$ cat config.mk
export PLATFORM = sky130hd
export DESIGN_NAME = util_tile_feeder
export DESIGN_NICKNAME = d
export VERILOG_FILES = /design/src/rtl/util_pkg.sv /design/src/rtl/util_sync_fifo.sv /design/src/rtl/util_tile_feeder.sv
export SDC_FILE = /design/constraint.sdc
export NUM_CORES = 1
export LEC_CHECK = 0
export CORE_UTILIZATION = 53
export DETAILED_ROUTE_END_ITERATION = 16
export PLACE_DENSITY_LB_ADDON = 0.08
export SYNTH_ARGS = -nofsm -noshare
export SYNTH_HDL_FRONTEND = slang
export SYNTH_SLANG_ARGS = --single-unit
$ cat constraint.sdc
create_clock -name clk -period 6.15 [get_ports clk]
set_input_delay 0.615 -clock clk [delete_from_list [all_inputs] [get_ports clk]]
set_output_delay 0.615 -clock clk [all_outputs]
set_load 0.02 [all_outputs]
$ cat src/rtl/util_pkg.sv
// Shared types and helpers for the tile feeder slice.
// Holds FSM encoding, packed row width and a clog2 helper.
package util_pkg;

    typedef enum logic [1:0] {
        IDLE  = 2'd0,
        FEED  = 2'd1,
        FLUSH = 2'd2
    } feed_state_t;

    function automatic int FULL_WIDTH(input int ew, input int ec);
        return ew * ec;
    endfunction

    function automatic int clog2(input int v);
        int r;
        r = 0;
        while ((1 << r) < v) r++;
        return r;
    endfunction

endpackage

$ cat src/rtl/util_sync_fifo.sv
// Synchronous first-word fall-through FIFO with occupancy count.
// Pointers wrap naturally; the count register resolves full/empty.
module util_sync_fifo
    import util_pkg::*;
#(
    parameter int WIDTH = 64,
    parameter int DEPTH = 8,
    localparam int AW = clog2(DEPTH),
    localparam int CW = clog2(DEPTH + 1)
) (
    input  logic             clk,
    input  logic             rst,
    input  logic             push,
    input  logic             pop,
    input  logic [WIDTH-1:0] din,
    output logic [WIDTH-1:0] dout,
    output logic [CW-1:0]    count,
    output logic             full,
    output logic             empty
);

    logic [WIDTH-1:0] mem [DEPTH];
    logic [AW-1:0]    wr_ptr;
    logic [AW-1:0]    rd_ptr;
    logic             do_push;
    logic             do_pop;

    assign full    = (count == CW'(DEPTH));
    assign empty   = (count == '0);
    assign do_push = push && !full;
    assign do_pop  = pop && !empty;
    assign dout    = mem[rd_ptr];

    always_ff @(posedge clk) begin
        if (do_push) mem[wr_ptr] <= din;
    end

    always_ff @(posedge clk or posedge rst) begin
        if (rst) begin
            wr_ptr <= '0;
            rd_ptr <= '0;
            count  <= '0;
        end else begin
            if (do_push) wr_ptr <= wr_ptr + 1'b1;
            if (do_pop)  rd_ptr <= rd_ptr + 1'b1;
            count <= count + CW'(do_push) - CW'(do_pop);
        end
    end

endmodule

$ cat src/rtl/util_tile_feeder.sv
// Buffers incoming rows and issues one tile plus flush rows
// into the systolic skew loader per start request.
module util_tile_feeder
    import util_pkg::*;
#(
    parameter int ELEMENT_WIDTH = 16,
    parameter int ELEMENT_COUNT = 4,
    parameter int FIFO_DEPTH    = 8,
    localparam int W = FULL_WIDTH(ELEMENT_WIDTH, ELEMENT_COUNT)
) (
    input  logic         clk,
    input  logic         rst,
    input  logic         start,
    input  logic [W-1:0] s_data,
    input  logic         s_valid,
    output logic         s_ready,
    output logic [W-1:0] packed_out,
    output logic         load_ena,
    output logic         busy,
    output logic         done
);

    localparam int CW  = clog2(FIFO_DEPTH + 1);
    localparam int NW  = clog2(ELEMENT_COUNT + 1);

    feed_state_t   state, state_n;
    logic [NW-1:0] row_cnt, row_n;
    logic [NW-1:0] flush_cnt, flush_n;
    logic          push, pop, ld, zero, done_n;
    logic [W-1:0]  head;
    logic [CW-1:0] count, count_n;
    logic          full, empty;

    assign push    = s_valid && s_ready;
    assign count_n = count + CW'(push) - CW'(pop);
    assign busy    = (state != IDLE);

    util_sync_fifo #(
        .WIDTH(W),
        .DEPTH(FIFO_DEPTH)
    ) u_fifo (
        .clk  (clk),
        .rst  (rst),
        .push (push),
        .pop  (pop),
        .din  (s_data),
        .dout (head),
        .count(count),
        .full (full),
        .empty(empty)
    );

    always_comb begin
        state_n = state;
        row_n   = row_cnt;
        flush_n = flush_cnt;
        pop     = 1'b0;
        ld      = 1'b0;
        zero    = 1'b0;
        done_n  = 1'b0;
        unique case (state)
            IDLE: begin
                if (start) begin
                    state_n = FEED;
                    row_n   = '0;
                    flush_n = '0;
                end
            end
            FEED: begin
                if (!empty) begin
                    pop   = 1'b1;
                    ld    = 1'b1;
                    row_n = row_cnt + 1'b1;
                    if (row_cnt == NW'(ELEMENT_COUNT - 1))
                        state_n = FLUSH;
                end
            end
            FLUSH: begin
                // One extra cycle after the zeros so done trails load_ena
                if (flush_cnt == NW'(ELEMENT_COUNT)) begin
                    state_n = IDLE;
                    done_n  = 1'b1;
                end else begin
                    ld      = 1'b1;
                    zero    = 1'b1;
                    flush_n = flush_cnt + 1'b1;
                end
            end
            default: state_n = IDLE;
        endcase
    end

    always_ff @(posedge clk or posedge rst) begin
        if (rst) begin
            state      <= IDLE;
            row_cnt    <= '0;
            flush_cnt  <= '0;
            packed_out <= '0;
            load_ena   <= 1'b0;
            done       <= 1'b0;
            s_ready    <= 1'b0;
        end else begin
            state     <= state_n;
            row_cnt   <= row_n;
            flush_cnt <= flush_n;
            load_ena  <= ld;
            done      <= done_n;
            s_ready   <= (count_n < CW'(FIFO_DEPTH));
            if (ld) packed_out <= zero ? '0 : head;
        end
    end

endmodule

==> results of run 1 <==
-- worst max-delay path: cells and delay by family (launching register included) --
family                     cells  cell delay, ns
adders and majority gates      1            0.19
buffers and inverters          2            0.73
and+or+nand+nor                2            1.13
AOI/OAI and AO/OA              1            0.62
DFF                            1            0.32
-- metrics by stage --
step,hold WS [ns],instance area [µm²],setup WS [ns]
3_3_place_gp,0.487,24700,2.12
4_1_cts,0.385,26600,2.68
6_report,0.389,26600,2.77
2_1_floorplan,0.480,22700,0.00968
5_1_grt,0.426,26600,2.48
3_5_place_dp,0.490,24700,2.12
-- cells by family (layout without fill, tap and decap cells) --
kind of cell | count (synthesis) | in the layout
xor+xnor | 7 | 7
flops | 597 | 597
other cells | 0 | 1
compound gates | 88 | 88
buf+inv | 67 | 278
fa+ha+maj | 18 | 18
mux | 198 | 198
simple gates | 32 | 32
-- cell type report --
| class | count | area (µm²) |
|---|---|---|
| clock inverter | 27 | 226 |
| fill | 2871 | 15400 |
| antenna | 1 | 2.50 |
| tap | 539 | 674 |
| timing repair buffer | 153 | 1540 |
| multi-input combinational | 343 | 4900 |
| inverter | 15 | 58.8 |
| sequential | 597 | 17500 |
| clock buffer | 83 | 1730 |
-- synthesized netlist by cell type, types with 2 or more instances --
cell type	number	area, µm²
mux2_2	65	732
a22o_1	67	587
inv_1	11	41.3
nor3_1	3	15.0
o21ai_1	3	15.0
mux4_2	128	2880
nand2_1	8	30.0
nor2b_1	3	18.8
edfxtp_1	512	15400
nand3_1	2	10.0
nand2b_1	4	25.0
xnor2_1	3	26.3
and3_1	2	12.5
buf_4	11	82.6
mux2_1	4	45.0
clkbuf_1	26	97.6
nor2_1	9	33.8
a21oi_1	5	25.0
xor2_1	4	35.0
ha_1	17	213
buf_2	13	65.1
dfrtp_1	85	2130
o21ai_0	4	20.0
inv_2	4	15.0
-- power by group --
part	internal, W	switching (W)
combinational	0.00186	0.00182
sequential	0.00499	0.000340
clock	0.00208	0.00146
-- routing by layer --
layer / vias up / GRT usage (%)
met3: 54 / 3.74
met2: 228 / 32.7
met4: 2 / 6.03
met1: 5544 / 30.0
li1: 4517 / -
met5: - / 0
-- flip-flops by register name, summed over array words and instances, names as in the netlist, 2 cells and up --
signal / count
u_fifo.mem: 512
u_fifo.wr_ptr: 3
u_fifo.rd_ptr: 3
packed_out: 64
state: 2
u_fifo.count: 4
row_cnt: 3
flush_cnt: 3
-- worst max path at each step --
stage	startpoint	to	slack (ns)	depth (start not counted)
after floorplan	s_valid	u_fifo.mem[1][0]$_DFFE_PP_	0.01	4
after global placement	s_valid	u_fifo.mem[6][23]$_DFFE_PP_	2.12	6
after global routing	u_fifo.count[2]$_DFF_PP0_	u_fifo.mem[6][41]$_DFFE_PP_	2.48	6
after detailed placement	s_valid	u_fifo.mem[6][24]$_DFFE_PP_	2.12	6
final	u_fifo.count[2]$_DFF_PP0_	u_fifo.mem[6][42]$_DFFE_PP_	2.77	6
after CTS	u_fifo.count[2]$_DFF_PP0_	u_fifo.mem[6][42]$_DFFE_PP_	2.68	6
==> key figures, run 1 <==
Run status
  – Outcome: completed

Setup path
  – CP Capture Type: flop
  – Reg2reg end: u_fifo.mem[6][42]$_DFFE_PP_
  – Crit path DAT: 3.61 ns
  – CP max stage delay: 0.74 ns
  – Worst endpoint required time: 6.38 ns
  – Slowest cell on crit path: nor2_4
  – Kind of critical path: flop to flop
  – R2R depth: 6
  – CP Launch Type: flop
  – FF-to-FF Start: u_fifo.count[2]$_DFF_PP0_
  – Reg2Reg Setup Slack: 2.77 ns
  – CP Cell Sequence: inv_1 > ha_1 > a31oi_1 > nand2b_1 > nor2_4 > buf_4
  – CP max FO: 41

Floorplanning
  – Core area: 42000 µm²
  – Num rows: 75
  – Initial Utilization: 53.9%
  – DIE HEIGHT: 209 µm
  – Die area: 43600 µm²
  – Ports: 136
  – Chip width: 209 µm

Layout
  – Most common cell after layout, fill and taps aside: edfxtp_1
  – Layout cells sized above 1: 26.8%
  – Commonest non-fill, non-tap cells in the layout: 512 x edfxtp_1, 135 x clkdlybuf4s50_1, 128 x mux4_2
  – Syn-to-layout area delta: 17.6%
  – Layout Cells excl Fill: 1758
  – Final nets: 1255
  – Core Util, Final: 63.4%

Synth
  – Mapped Cells: 1007
  – Synth Area in Simple Gates: 0.696%
  – Top FF cell, synth: edfxtp_1
  – Fraction of synthesized area in multiplexers: 16.2%
  – Cell variety after synth: 38
  – Synth async-reset ratio: 14.2%
  – Number of flops mapped to enable cells by yosys: 512
  – FF+latch count, synth: 597
  – Syn_area_per_cell: 22.5 µm²
  – Yosys warnings: 0
  – Syn Std Cell Area: 22700 µm²
  – Seq/Total Area, Yosys: 77.3%
  – Synth Area in XOR/XNOR: 0.271%
  – Syn_nets: 1093
  – Main combinational cell family by area after synthesis: multiplexers
  – Adder-cell share of the synthesized area: 1.03%
  – Synth Area in Compound Gates: 3.16%

Route
  – Detailed Routing Iterations Pass 1: 5
  – Vias per cell: 5.88
  – DRT iter0 DRCs: 609
  – WL met2: 21200 µm
  – DR vias: 10.3k
  – DR WL/cell: 24.8 µm
  – Met1 Wirelength: 19600 µm
  – Met3 WL post-DR: 2030 µm
  – Post-DRT Antenna Nets: 0
  – DRC viols: 0
  – Top Metal Used: met5
  – Routed wire length: 43600 µm

STA
  – RSZ-0062 raised after global routing: false
  – Tightest Pin Transition: 1.16 ns
  – Sum Neg Setup Slack: 0 ns
  – Max-slew violations: 0
  – Period utilization: 55.0%
  – Fmax: 296 MHz
  – Slew headroom: 22.8%
  – Final min period: 3.38 ns
  – Fin Clk Skew: 0.0203 ns
  – Final Setup Violations: 0
  – Final hold viol count: 0

Power and ir drop
  – Pwr/cell area: 471 nW/µm²
  – Max rail drop VDD: 256 µV
  – Design Power: 0.0126 W
  – Pleak: 8.96 nW

Worst hold path
  – Hold/Removal Path Class: input pin to asynchronous set/reset pin

CTS
  – Clock Latency Late Sink: 0.61 ns
  – CTS resizes: 0
  – CTS Buf Count: 59
  – Bufs on Longest Clock Path: 3
  – Post-CTS Setup Inserts: 0
  – Clk Tree Root Cell: clkbuf_16
  – Post-CTS Hold Buffers: 0
  – CTS H-Tree Depth: 2
  – CTS clock-pin slew for the worst setup and hold paths: 0.06 ns
  – TritonCTS clock tree: built
  – CTS sink count: 597

Place
  – Placed insts: 1647
  – Dpl hpwl: 23300 µm
  – GPL Wtd Cong: 0.716
  – Port bufs: 135

Global routing
  – Largest net degree at the start of global routing: 79
  – Total GRT Usage: 20.7%
  – Vias in the first global route: 11.0k
  – Grt ovf: 0
  – First-pass GRT wire length: 67100 µm
  – Antenna violations before repair: 2

Run
  – Max-cap violations: 0
Power figures use the tool's default switching activity.
==> inputs of run 2 (changes only) <==
--- a/config.mk
+++ b/config.mk
@@ -5,7 +5,7 @@
 export SDC_FILE = /design/constraint.sdc
 export NUM_CORES = 1
 export LEC_CHECK = 0
-export CORE_UTILIZATION = 53
+export CORE_UTILIZATION = 59
 export DETAILED_ROUTE_END_ITERATION = 16
 export PLACE_DENSITY_LB_ADDON = 0.08
 export SYNTH_ARGS = -nofsm -noshare
==> constraint.sdc (replaced) <==
create_clock -name clk -period 3.5 [get_ports clk]
set_input_delay 0.35 -clock clk [delete_from_list [all_inputs] [get_ports clk]]
set_output_delay 0.35 -clock clk [all_outputs]
set_load 0.02 [all_outputs]
==> run 2 against run 1 <==
Against the previous run:
- register-to-register slack lost 1.8 ns
- combinational power grew 75%
- clock power grew 72%
- sequential cell count is the same
- global-route usage grew 2.5 points
- sequential power grew 78%
- via count grew 0.98%
- count of clock-buffer cells in the layout shrank 7
- utilization grew 7.5 points
==> key figures, run 2 (synthesized netlist as in run 1, its figures left out) <==
CTS
  – CTS clock-pin slew for the worst setup and hold paths: 0.06 ns
  – Clk Tree Root Cell: clkbuf_16
  – TritonCTS clock tree: built
  – CTS H-Tree Depth: 2
  – Bufs on Longest Clock Path: 3
  – Post-CTS Setup Inserts: 0
  – Post-CTS Hold Buffers: 0
  – CTS Buf Count: 57
  – Clock Latency Late Sink: 0.60 ns
  – CTS resizes: 0
  – CTS sink count: 597

Route
  – DRC viols: 0
  – DRT iter0 DRCs: 755
  – Post-DRT Antenna Nets: 0
  – DR WL/cell: 24.7 µm
  – Routed wire length: 43000 µm
  – Vias per cell: 5.99
  – Detailed Routing Iterations Pass 1: 5
  – DR vias: 10.4k

Setup path
  – FF-to-FF Start: state[1]$_DFFE_PP0P_
  – Crit path DAT: 3.07 ns
  – Buffers & Inverters on Critical Path: 2
  – R2R depth: 9
  – CP Cell Sequence: inv_1 > ha_1 > nor2b_1 > ha_1 > inv_1 > ha_1 > a21o_1 > a21oi_1 > xor2_1
  – Reg2Reg Setup Slack: 0.94 ns
  – Reg2reg end: u_fifo.count[3]$_DFF_PP0_
  – Slowest cell on crit path: nor2b_1
  – CP max FO: 8
  – Kind of critical path: flop to flop
  – Worst endpoint required time: 4.01 ns
  – Most used cell, CP: ha_1
  – Family with the most delay on the worst path: adder cells
  – CP max stage delay: 0.53 ns
  – CP Launch Type: flop
  – CP Capture Type: flop

STA
  – Final Setup Violations: 0
  – Final min period: 2.56 ns
  – Fin Clk Skew: 0.0155 ns
  – Period utilization: 73.1%
  – RSZ-0062 raised after global routing: false
  – Final hold viol count: 0
  – Slew headroom: 26.4%
  – Final hold slack: 0.395 ns
  – Tightest Pin Transition: 1.10 ns
  – Max-slew violations: 0
  – Fmax: 391 MHz

Layout
  – Layout cells sized above 1: 26.4%
  – Max FFs per register: 512
  – Core Util, Final: 70.8%
  – Most common cell after layout, fill and taps aside: edfxtp_1
  – Regs by FF count: u_fifo.mem x512, packed_out x64, u_fifo.count x4
  – Final nets: 1269
  – Biggest register: u_fifo.mem
  – Syn-to-layout area delta: 18.0%
  – Layout Cells excl Fill: 1744
  – Commonest non-fill, non-tap cells in the layout: 512 x edfxtp_1, 135 x clkdlybuf4s50_1, 128 x mux4_2

Floorplanning
  – Num rows: 71
  – DIE HEIGHT: 198 µm
  – Ports: 136
  – Chip width: 198 µm
  – Die area: 39200 µm²
  – Initial Utilization: 60.0%
  – Core area: 37800 µm²

Run
  – Max-cap violations: 0

Global routing
  – First-pass GRT wire length: 66300 µm
  – Grt ovf: 0
  – Antenna violations before repair: 2
  – Vias in the first global route: 11.1k
  – Largest net degree at the start of global routing: 75
  – Total GRT Usage: 23.2%

Place
  – Placed insts: 1635
  – Port bufs: 135
  – Dpl hpwl: 24200 µm
  – GPL Wtd Cong: 0.785

Power and ir drop
  – Pleak: 8.98 nW
  – Pwr/cell area: 823 nW/µm²
  – Max rail drop VDD: 635 µV

Worst hold path
  – Hold/Removal Path Class: input pin to asynchronous set/reset pin

Run status
  – Outcome: completed
-- run 2: worst max path at each step --
stage                                          from                           to  slack, ns  cells past startpoint
after CTS                      state[1]$_DFFE_PP0P_    u_fifo.count[3]$_DFF_PP0_       0.92                      9
after global placement                      s_valid  u_fifo.mem[3][25]$_DFFE_PP_       0.93                      7
final                          state[1]$_DFFE_PP0P_    u_fifo.count[3]$_DFF_PP0_       0.94                      9
after floorplan           u_fifo.count[2]$_DFF_PP0_   u_fifo.mem[7][0]$_DFFE_PP_      -0.83                      5
after global routing           state[1]$_DFFE_PP0P_            s_ready$_DFF_PP0_       0.68                      9
after detailed placement                    s_valid  u_fifo.mem[3][25]$_DFFE_PP_       0.94                      7
-- run 2: per-layer routing --
layer	share of wire, %	GRT usage, %
met1	43	32.9
met2	50	38.1
met3	5.2	3.65
met4	1.8	6.43
met5	0	0
-- run 2: per-stage QoR --
stage                     power (W)  instance area, µm²  TNS (ns)  worst slack, ns
after floorplan              0.0140               22700   -390.04           -0.828
after global placement       0.0161               24900         0            0.933
after detailed placement     0.0162               24900         0            0.944
after CTS                    0.0223               26700         0            0.924
after global routing         0.0230               26700         0            0.684
final                        0.0220               26700         0            0.942
-- run 2: power by group --
group / leakage (nW) / total [W] / internal [W] / switching (W)
Clock: 0.895 / 0.00608 / 0.00356 / 0.00253
Combinational: 2.37 / 0.00645 / 0.00337 / 0.00308
Sequential: 5.71 / 0.00949 / 0.00876 / 0.000732
-- run 2: cell type report --
cell class                      instances  area [µm²]
Clock inverter                         31         315
Fill cell                            2294       11000
Tap cell                              511         639
Timing Repair Buffer                  169        1740
Sequential cell                       597       17500
Clock buffer                           76        1550
Inverter                               15        58.8
Multi-Input combinational cell        343        4920
Antenna cell                            2        5.00
==> inputs of run 3 (changes only) <==
==> constraint.sdc (replaced) <==
create_clock -name clk -period 2.4 [get_ports clk]
set_input_delay 0.24 -clock clk [delete_from_list [all_inputs] [get_ports clk]]
set_output_delay 0.24 -clock clk [all_outputs]
set_load 0.02 [all_outputs]
==> run 3 against run 2 <==
Against the previous run:
- wire length is 2.8% higher
- via count rose by 1.1%
- utilization up 0.92 points
- sequential cell count stayed put
- final cell count up 0.40%
==> key figures, run 3 (synthesized netlist as in run 1, its figures left out) <==
CTS
  – Clk Tree Root Cell: clkbuf_16
  – Post-CTS Setup Inserts: 0
  – Clock Latency Late Sink: 0.61 ns
  – CTS resizes: 0
  – CTS clock-pin slew for the worst setup and hold paths: 0.06 ns
  – Bufs on Longest Clock Path: 3
  – Post-CTS Hold Buffers: 0
  – CTS sink count: 597
  – CTS Buf Count: 57
  – TritonCTS clock tree: built
  – CTS H-Tree Depth: 2

Route
  – DR vias: 10.6k
  – Post-DRT Antenna Nets: 0
  – Vias per cell: 6.03
  – Detailed Routing Iterations Pass 1: 4
  – DRC viols: 0
  – Routed wire length: 44200 µm
  – DRT iter0 DRCs: 627
  – DR WL/cell: 25.3 µm

STA
  – Final Setup Violations: 0
  – Period utilization: 93.5%
  – Final hold viol count: 0
  – Slew headroom: 62.7%
  – Final min period: 2.24 ns
  – RSZ-0062 raised after global routing: false
  – Fmax: 446 MHz
  – Max-slew violations: 0
  – Final hold slack: 0.169 ns
  – Tightest Pin Transition: 0.559 ns
  – Final worst slack: 0.156 ns
  – Fin Clk Skew: 0.0244 ns

Layout
  – Biggest register: u_fifo.mem
  – Core Util, Final: 71.8%
  – Final nets: 1278
  – Regs by FF count: u_fifo.mem x512, packed_out x64, u_fifo.count x4
  – Syn-to-layout area delta: 19.6%
  – Post-route cell area: 27100 µm²
  – Filler instances: 2278
  – Most common cell after layout, fill and taps aside: edfxtp_1
  – Commonest non-fill, non-tap cells in the layout: 512 x edfxtp_1, 135 x clkdlybuf4s50_1, 128 x mux4_2
  – Max FFs per register: 512
  – Layout cells sized above 1: 27.8%

Run
  – Max-cap violations: 0

Setup path
  – FF-to-FF Start: u_fifo.count[3]$_DFF_PP0_
  – Worst Setup SP: state[0]$_DFFE_PP0P_
  – CP max stage delay: 0.60 ns
  – Worst endpoint required time: 2.16 ns
  – Reg2Reg Setup Slack: 0.18 ns
  – R2R depth: 9
  – CP Capture Type: output port
  – Crit path DAT: 2.00 ns
  – CP Launch Type: flop
  – Reg2reg end: u_fifo.count[2]$_DFF_PP0_
  – Critical Path Sink: busy
  – CP max FO: 9
  – Kind of critical path: flop to output port
  – CP Cell Sequence: inv_1 > ha_2 > inv_2 > clkdlybuf4s50_1
  – Slowest cell on crit path: clkdlybuf4s50_1

Floorplanning
  – Die area: 39200 µm²
  – Initial Utilization: 60.0%
  – Num rows: 71
  – Ports: 136
  – DIE HEIGHT: 198 µm
  – Core area: 37800 µm²
  – Chip width: 198 µm

Place
  – Port bufs: 135
  – Pre-CTS setup slack: 0.124 ns
  – Placed cell area: 25200 µm²
  – GPL Wtd Cong: 0.742
  – Dpl hpwl: 24500 µm

Global routing
  – Vias in the first global route: 11.2k
  – Total GRT Usage: 23.9%
  – Largest net degree at the start of global routing: 86
  – Antenna violations before repair: 4
  – Grt ovf: 0
  – First-pass GRT wire length: 67700 µm

Power and ir drop
  – Max rail drop VDD: 821 µV
  – Pwr/cell area: 1210 nW/µm²
  – Pleak: 9.13 nW

Run status
  – Outcome: completed

Worst hold path
  – Hold/Removal Path Class: input pin to asynchronous set/reset pin
run 3: cell count changes in the layout (fill, tap and decap cells not counted), sizes merged:
cell and delta:
buf +9, bufinv -2, clkbuf +11, clkinv -5
clkinvlp -2, diode -1, inv -3
run 3: how the worst min path moves through the flow:
stage	to	from	slack [ns]
after floorplan	flush_cnt[1]$_DFFE_PP0P_	start	0.33
after global placement	packed_out[44]$_DFFE_PP0P_	packed_out[44]$_DFFE_PP0P_	0.49
after detailed placement	packed_out[30]$_DFFE_PP0P_	packed_out[30]$_DFFE_PP0P_	0.49
after CTS	packed_out[1]$_DFFE_PP0P_	rst	0.16
after global routing	packed_out[50]$_DFFE_PP0P_	rst	0.22
final	packed_out[50]$_DFFE_PP0P_	rst	0.17
run 3: layer usage:
metal / GRT usage (%) / routed length, µm / vias to the layer above
li1: - / - / 4577
met1: 33.9 / 19300 / 5658
met2: 38.8 / 22000 / 254
met3: 4.17 / 2080 / 63
met4: 6.66 / 773 / 6
met5: 0 / 42 / -
run 3: where the power goes:
| part | internal (W) | switching (W) |
|---|---|---|
| clock network | 0.00530 | 0.00365 |
| registers | 0.0128 | 0.000757 |
| logic | 0.00530 | 0.00497 |
| total | 0.0234 | 0.00938 |
run 3: final cells by class:
cell class              count  area [µm²]  area share (%)
flip-flops and latches    597       17500            64.6
multi-input cells         343        4960            18.3
repair buffers            178        2000            7.38
clock buffers              87        1700            6.28
well taps                 511         639            2.36
clock inverters            19         220           0.813
inverters                  15        60.1           0.222
diodes                      1        2.50         0.00924
run 3: stage by stage:
stage	setup TNS, ns	cells	total power (W)
CTS	0	1750	0.0331
global route	0	1750	0.0342
detailed placement	0	1644	0.0241
global placement	0	1644	0.0239
floorplan	-77.16	1007	0.0205
finish	0	1751	0.0328
run 3: critical path, delay by kind of cell, from the launching register on:
family,cells,cell delay (ns)
buffers and inverters,3,0.78
adder cells (fa/ha/maj),1,0.25
flip-flops,1,0.39
